$ cat src/rtl/dm_arb_pkg.sv
// dm_arb_pkg: shared constants for the data-memory arbiter.
// State encodings, requester ids and default bus widths.
package dm_arb_pkg;

  localparam int ADDR_W_DEF = 5;
  localparam int DATA_W_DEF = 32;

  localparam logic [1:0] ST_IDLE = 2'd0;
  localparam logic [1:0] ST_ACC  = 2'd1;
  localparam logic [1:0] ST_RESP = 2'd2;

  typedef enum logic [1:0] {
    IDLE = ST_IDLE,
    ACC  = ST_ACC,
    RESP = ST_RESP
  } state_e;

  localparam logic REQ_CPU = 1'b0;
  localparam logic REQ_DBG = 1'b1;

endpackage

$ cat src/rtl/dm_arb_if.sv
// dm_arb_if: one requester port of the data-memory arbiter.
// master = requester (req/we/addr/wdata out), slave = arbiter (ack/rdata out).
interface dm_arb_if #(
  parameter int ADDR_W = 5,
  parameter int DATA_W = 32
);

  logic              req;
  logic              we;
  logic [ADDR_W-1:0] addr;
  logic [DATA_W-1:0] wdata;
  logic              ack;
  logic [DATA_W-1:0] rdata;

  modport master (
    output req, we, addr, wdata,
    input  ack, rdata
  );

  modport slave (
    input  req, we, addr, wdata,
    output ack, rdata
  );

endinterface

$ cat src/rtl/dm_arb_rr.sv
// dm_arb_rr: combinational 2-way round-robin picker.
// Ports: req_i[1:0], last_grant_i, lock_i -> gnt_valid_o, gnt_id_o.
module dm_arb_rr
  import dm_arb_pkg::*;
(
  input  logic [1:0] req_i,
  input  logic       last_grant_i,
  input  logic       lock_i,
  output logic       gnt_valid_o,
  output logic       gnt_id_o
);

  logic [1:0] eff;

  // lock masks the debug requester entirely
  assign eff = {req_i[REQ_DBG] & ~lock_i,
                req_i[REQ_CPU]};

  assign gnt_valid_o = |eff;

  always_comb begin
    gnt_id_o = REQ_CPU;
    case (eff)
      2'b11:   gnt_id_o = ~last_grant_i;
      2'b10:   gnt_id_o = REQ_DBG;
      default: gnt_id_o = REQ_CPU;
    endcase
  end

endmodule

$ cat src/rtl/dm_arb.sv
// dm_arb: two-requester controller for a single-port word memory.
// Ports: clk, rst, cpu/dbg (dm_arb_if.slave), mem_addr/mem_din/mem_we/mem_dout;
// cpu_lock only when DM_ARB_LOCK_EN is defined (atomic CPU sequences).
module dm_arb
  import dm_arb_pkg::*;
#(
  parameter int ADDR_W = ADDR_W_DEF,
  parameter int DATA_W = DATA_W_DEF
) (
  input  logic              clk,
  input  logic              rst,
  dm_arb_if.slave           cpu,
  dm_arb_if.slave           dbg,
`ifdef DM_ARB_LOCK_EN
  input  logic              cpu_lock,
`endif
  output logic [ADDR_W-1:0] mem_addr,
  output logic [DATA_W-1:0] mem_din,
  output logic              mem_we,
  input  logic [DATA_W-1:0] mem_dout
);

  state_e            state_q;
  logic              last_q;
  logic              gnt_q;
  logic              we_q;
  logic [ADDR_W-1:0] addr_q;
  logic [DATA_W-1:0] wdata_q;
  logic              mem_we_q;
  logic              cpu_ack_q;
  logic              dbg_ack_q;
  logic [DATA_W-1:0] cpu_rdata_q;
  logic [DATA_W-1:0] dbg_rdata_q;

  logic              gnt_valid;
  logic              gnt_id;
  logic              lock;
  logic              we_d;
  logic [ADDR_W-1:0] addr_d;
  logic [DATA_W-1:0] wdata_d;

`ifdef DM_ARB_LOCK_EN
  logic locked_q;
  logic lock_lat_q;
  assign lock = locked_q;
`else
  assign lock = 1'b0;
`endif

  dm_arb_rr u_rr (
    .req_i        ({dbg.req, cpu.req}),
    .last_grant_i (last_q),
    .lock_i       (lock),
    .gnt_valid_o  (gnt_valid),
    .gnt_id_o     (gnt_id)
  );

  assign we_d    = (gnt_id == REQ_DBG) ? dbg.we    : cpu.we;
  assign addr_d  = (gnt_id == REQ_DBG) ? dbg.addr  : cpu.addr;
  assign wdata_d = (gnt_id == REQ_DBG) ? dbg.wdata : cpu.wdata;

  always_ff @(posedge clk) begin
    if (rst) begin
      state_q     <= IDLE;
      last_q      <= REQ_DBG;
      gnt_q       <= REQ_CPU;
      we_q        <= 1'b0;
      addr_q      <= '0;
      wdata_q     <= '0;
      mem_we_q    <= 1'b0;
      cpu_ack_q   <= 1'b0;
      dbg_ack_q   <= 1'b0;
      cpu_rdata_q <= '0;
      dbg_rdata_q <= '0;
`ifdef DM_ARB_LOCK_EN
      locked_q    <= 1'b0;
      lock_lat_q  <= 1'b0;
`endif
    end else begin
      unique case (state_q)
        IDLE: begin
          mem_we_q  <= 1'b0;
          cpu_ack_q <= 1'b0;
          dbg_ack_q <= 1'b0;
          if (gnt_valid) begin
            gnt_q    <= gnt_id;
            last_q   <= gnt_id;
            we_q     <= we_d;
            addr_q   <= addr_d;
            wdata_q  <= wdata_d;
            // write strobe is registered so it is high for ACC only
            mem_we_q <= we_d;
            state_q  <= ACC;
`ifdef DM_ARB_LOCK_EN
            if (gnt_id == REQ_CPU) begin
              lock_lat_q <= cpu_lock;
              if (cpu_lock) locked_q <= 1'b1;
            end
`endif
          end
        end
        ACC: begin
          mem_we_q <= 1'b0;
          if (!we_q) begin
            if (gnt_q == REQ_DBG) dbg_rdata_q <= mem_dout;
            else                  cpu_rdata_q <= mem_dout;
          end
          cpu_ack_q <= (gnt_q == REQ_CPU);
          dbg_ack_q <= (gnt_q == REQ_DBG);
          state_q   <= RESP;
        end
        RESP: begin
          mem_we_q  <= 1'b0;
          cpu_ack_q <= 1'b0;
          dbg_ack_q <= 1'b0;
          state_q   <= IDLE;
`ifdef DM_ARB_LOCK_EN
          if (gnt_q == REQ_CPU && !lock_lat_q)
            locked_q <= 1'b0;
`endif
        end
        default: begin
          mem_we_q  <= 1'b0;
          cpu_ack_q <= 1'b0;
          dbg_ack_q <= 1'b0;
          state_q   <= IDLE;
        end
      endcase
    end
  end

  assign mem_addr  = addr_q;
  assign mem_din   = wdata_q;
  assign mem_we    = mem_we_q;
  assign cpu.ack   = cpu_ack_q;
  assign cpu.rdata = cpu_rdata_q;
  assign dbg.ack   = dbg_ack_q;
  assign dbg.rdata = dbg_rdata_q;

endmodule
$ cat src/flat_wrapper.sv
// flat-port wrapper written by rule: the top's interface ports become plain ports
module dm_arb_flat import dm_arb_pkg::*;
#(
  parameter int ADDR_W = ADDR_W_DEF,
  parameter int DATA_W = DATA_W_DEF
)
  (clk, rst, mem_addr, mem_din, mem_we, mem_dout, cpu_req, cpu_we, cpu_addr, cpu_wdata, cpu_ack, cpu_rdata, dbg_req, dbg_we, dbg_addr, dbg_wdata, dbg_ack, dbg_rdata);
  dm_arb_if #(.ADDR_W(ADDR_W), .DATA_W(DATA_W)) cpu_i ();
  dm_arb_if #(.ADDR_W(ADDR_W), .DATA_W(DATA_W)) dbg_i ();
  input  logic clk;
  input  logic rst;
  output logic [ADDR_W-1:0] mem_addr;
  output logic [DATA_W-1:0] mem_din;
  output logic mem_we;
  input  logic [DATA_W-1:0] mem_dout;
  input wire logic [$bits(cpu_i.req)-1:0] cpu_req;
  input wire logic [$bits(cpu_i.we)-1:0] cpu_we;
  input wire logic [$bits(cpu_i.addr)-1:0] cpu_addr;
  input wire logic [$bits(cpu_i.wdata)-1:0] cpu_wdata;
  output wire logic [$bits(cpu_i.ack)-1:0] cpu_ack;
  output wire logic [$bits(cpu_i.rdata)-1:0] cpu_rdata;
  input wire logic [$bits(dbg_i.req)-1:0] dbg_req;
  input wire logic [$bits(dbg_i.we)-1:0] dbg_we;
  input wire logic [$bits(dbg_i.addr)-1:0] dbg_addr;
  input wire logic [$bits(dbg_i.wdata)-1:0] dbg_wdata;
  output wire logic [$bits(dbg_i.ack)-1:0] dbg_ack;
  output wire logic [$bits(dbg_i.rdata)-1:0] dbg_rdata;
  assign cpu_i.req = cpu_req;
  assign cpu_i.we = cpu_we;
  assign cpu_i.addr = cpu_addr;
  assign cpu_i.wdata = cpu_wdata;
  assign cpu_ack = cpu_i.ack;
  assign cpu_rdata = cpu_i.rdata;
  assign dbg_i.req = dbg_req;
  assign dbg_i.we = dbg_we;
  assign dbg_i.addr = dbg_addr;
  assign dbg_i.wdata = dbg_wdata;
  assign dbg_ack = dbg_i.ack;
  assign dbg_rdata = dbg_i.rdata;
  dm_arb #(.ADDR_W(ADDR_W), .DATA_W(DATA_W)) u_core (.clk(clk), .rst(rst), .cpu(cpu_i), .dbg(dbg_i), .mem_addr(mem_addr), .mem_din(mem_din), .mem_we(mem_we), .mem_dout(mem_dout));
endmodule
$ cat config.mk
export PLATFORM = sky130hd
export DESIGN_NAME = dm_arb_flat
export DESIGN_NICKNAME = d
export VERILOG_FILES = /design/src/rtl/dm_arb_pkg.sv /design/src/rtl/dm_arb_if.sv /design/src/rtl/dm_arb_rr.sv /design/src/rtl/dm_arb.sv /design/src/flat_wrapper.sv
export SDC_FILE = /design/constraint.sdc
export NUM_CORES = 1
export LEC_CHECK = 0
export ABC_AREA = 1
export CORE_MARGIN = 2
export CORE_UTILIZATION = 46
export CTS_CLUSTER_SIZE = 10
export DETAILED_ROUTE_END_ITERATION = 6
export GPL_TIMING_DRIVEN = 0
export PLACE_DENSITY = 0.93
export SLEW_MARGIN = 20
export SYNTH_ARGS = -nofsm -noshare
export SYNTH_HDL_FRONTEND = slang
export SYNTH_SLANG_ARGS = --single-unit
$ cat constraint.sdc
create_clock -name clk -period 3 [get_ports clk]
set_clock_uncertainty 0.1 [all_clocks]
set_input_delay 0.9 -clock clk [delete_from_list [all_inputs] [get_ports clk]]
set_output_delay 0.9 -clock clk [all_outputs]
set_load 0.01 [all_outputs]
==> results by stage <==
Run status:
- The flow ran to the end, and the final reports show no timing, DRC or antenna violations.

Power and ir drop:
- In this run the static leakage power is 3.25 nW.
- The worst-case IR drop observed on VDD is 0.308 mV.
- In this run the power density over the cells is 452 mW/mm2.
- The sum of internal, switching and leakage power is 3.42 mW.

Final layout:
- The final non-filler cell total is 1122.
- The net total in the final layout is 1089.
- Cells with a size suffix above 1 make up 5.70% of the layout.
- With fillers left out, the area of the finished cells amounts to 0.00756 mm2.
- The final core utilization is 70.1%.
- 0 antenna diodes ended up in the layout.
- Compared with the post-synthesis result, the final layout area differs by 49.3%.

Global routing:
- The number of global-route vias before repair is 4981.
- For this run, the total global-route usage over all layers was measured as 25.6%.
- The remaining global-route overflow is 0.
- The most used routing layer in global routing is met2.
- The met1 routing resource usage after global routing is 29.5%.
- Global routing consumed, on the met2 layer, 45.4% of the routing resources.
- The routing usage on met3 is 7.59%.
- The initial antenna violation count is 0.
- The pin count of the biggest net entering global routing is 20.
- The first-pass GRT wire length is 23800 um.

Placed design:
- The routability congestion estimate from global placement is 0.861.
- The post-placement cell count is 1106.
- Buffers placed on the I/O ports in this run total 214.
- The HPWL reported at the end of detailed placement is 12000 um.
- Before CTS, the worst setup slack after placement is 0.287 ns.
- The total placed instance area is 0.00738 mm2.

Timing:
- The max-slew violation count was 0.
- For this run, the top clock speed supported by timing is 0.431 GHz.
- The final setup violation count is 0.
- For the pin with the worst max-slew slack, the measured transition is 0.522 ns.
- Setup slack closes at 0.678 ns.
- The worst hold margin is 0.369 ns.
- The worst slew slack as a fraction of its limit is 65.2%.
- The period utilization is 77.4%.
- Setup repair after global routing left no endpoint under its margin.
- The hold violation total from the final report was 0.
- The setup TNS is 0 ns.
- The minimum period implied by the final worst setup slack is 2.32 ns.

Clock network:
- The cts-stage hold buffer count is 0.
- Clock-pin slew was measured on the worst setup and hold paths at 0.11 ns.
- The clock drives 109 sinks.
- The number of instances resized during post-cts repair is 0.
- Once the clock tree was built, the setup fixing pass inserted 0 buffers.
- The clock tree from TritonCTS is done.
- The insertion delay to the later sink of the worst-skew pair is 0.36 ns.
- The root buffer cell is sky130_fd_sc_hd__clkbuf_8.
- The clock passes through at most 2 buffers.
- The H-tree level count is 3.
- The total CTS buffers is 9.

Flow run:
- The reported max-cap violation count is 0.

Detailed routing:
- After detailed routing, the average wire length per cell comes to 13.7 um.
- In this run, the number of DRC markers left after iteration 0 of detailed routing was 266.
- In the routed design, unresolved DRC markers number 0.
- The routed layout has 5436 vias.
- The first detailed-routing pass took 5 iterations.
- The sum of routed wire length over all layers is 15400 um.
- After detailed routing, the number of vias per cell comes to 4.84.
- In this run the remaining antenna-violating nets after routing total 0.

Worst setup path:
- The number of buffer and inverter instances along the worst setup path is 2.
- The arrival time of the worst setup path is 2.49 ns.
- The largest single stage delay on the critical path is 0.67 ns.
- The start point of the critical path is dbg_req.
- The family of cells with the greatest summed delay on the critical path is buffers and inverters.
- The sort of element at the start of the critical path is a primary input.
- The critical path class is primary input to flop.
- The cell that appears most often on the critical path is sky130_fd_sc_hd__nor2_1.
- The data required time of the worst path is 3.16 ns.
- The maximum fanout along the worst path is 10.
- Walking the worst path, the cells encountered are clkdlybuf4s50_1, nor2_1, nor2_4, buf_6, nand2_1, nor2_1, nor2_1.
- The type of element capturing the critical path is a flop.
- The cell at the slowest stage of the critical path is sky130_fd_sc_hd__clkdlybuf4s50_1.
- The worst register-to-register path begins at u_core.last_q.

Logic synthesis:
- The area of the mapped netlist is 0.00506 mm2.
- During synthesis, Yosys emitted a total of 0 warnings.
- The synthesized area per cell is 6.73 um2.
- The number of instances in the synthesized netlist is 752.
- The unique cell type count in the Yosys netlist is 18.
- The flop and latch count out of synthesis is 109.
- The synthesized netlist net count is 864.
- Sequential cells were found to cover 43.1% of the synthesized design area.

Floorplan:
- The die width is 109 um.
- The I/O pin total is 216.
- The die covers 0.0119 mm2.
- The region available for standard cell placement spans 0.0108 mm2.
- The die outline height is 109 um.
- The number of cell rows is 38.
- The starting density of the core is 46.9%.

Min path:
- The startpoint identified for the worst hold timing path is u_core.cpu.rdata[25].
- The worst hold-check path type is flop to flop.
[power by group]
group	switching (mW)	internal, mW
combinational	0.483	0.473
sequential	0.0569	1.55
clock	0.535	0.319
[routing by layer]
layer	vias to the layer above	wire, um
li1	2806	-
met1	2418	6260
met2	197	7610
met3	15	1320
met4	0	218
met5	-	0
[cell usage in the layout, fill, tap and decap left out, drive strengths merged]
cell,count
a21boi,37
a21oi,33
buf,35
clkbuf,32
clkdlybuf4s50,214
clkinv,2
clkinvlp,1
dfxtp,109
inv,79
nand2,186
nand3,74
nand4,32
nor2,147
o21ai,1
[flip-flops by register name (all words and copies together), names as in the netlist]
name / count
u_core.state_q: 2
u_core.gnt_q: 1
u_core.we_q: 1
u_core.mem_addr: 5
u_core.cpu.rdata: 32
u_core.dbg.rdata: 32
u_core.dbg.ack: 1
u_core.mem_din: 32
u_core.cpu.ack: 1
u_core.mem_we: 1
u_core.last_q: 1
[cells in the mapped netlist, drive strengths merged]
cell / number / area, um2
o21ai: 1 / 5.00
nand2: 186 / 698
buf: 35 / 225
nand3: 74 / 370
a21boi: 37 / 278
nor2: 147 / 572
nand4: 32 / 200
clkbuf: 22 / 82.6
a21oi: 33 / 165
dfxtp: 109 / 2180
inv: 76 / 285
[tightest hold or removal path, delay by kind of cell (launching register included)]
| kind | cells | cell delay [ns] |
|---|---|---|
| DFF | 1 | 0.32 |
| and+or+nand+nor | 1 | 0.06 |
| AOI/OAI and AO/OA | 1 | 0.05 |
[layout make-up]
class | instances | area [um2]
buffer | 57 | 308
clock buffer | 10 | 128
clock inverter | 6 | 52.6
fill | 915 | 3230
inverter | 76 | 285
multi-input combinational | 510 | 2290
sequential | 109 | 2180
tap | 140 | 175
timing repair buffer | 214 | 2140
[kinds of logic (layout without fill, tap and decap cells)]
logic type      Yosys count  in the layout  synth area share [%]
simple gates            439            439                  36.3
buf+inv                 133            363                  11.7
flops                   109            109                  43.1
compound gates           71             71                  8.85
[final timing paths]
check / end / slack [ns] / cells after the start
setup / recovery: u_core.mem_din[19] / 0.68 / 7
hold / removal: u_core.cpu.rdata[25] / 0.37 / 2
setup reg to reg: u_core.we_q / 1.48 / 7
hold reg to reg: u_core.cpu.rdata[25] / 0.37 / 2
Power figures use the tool's default switching activity.
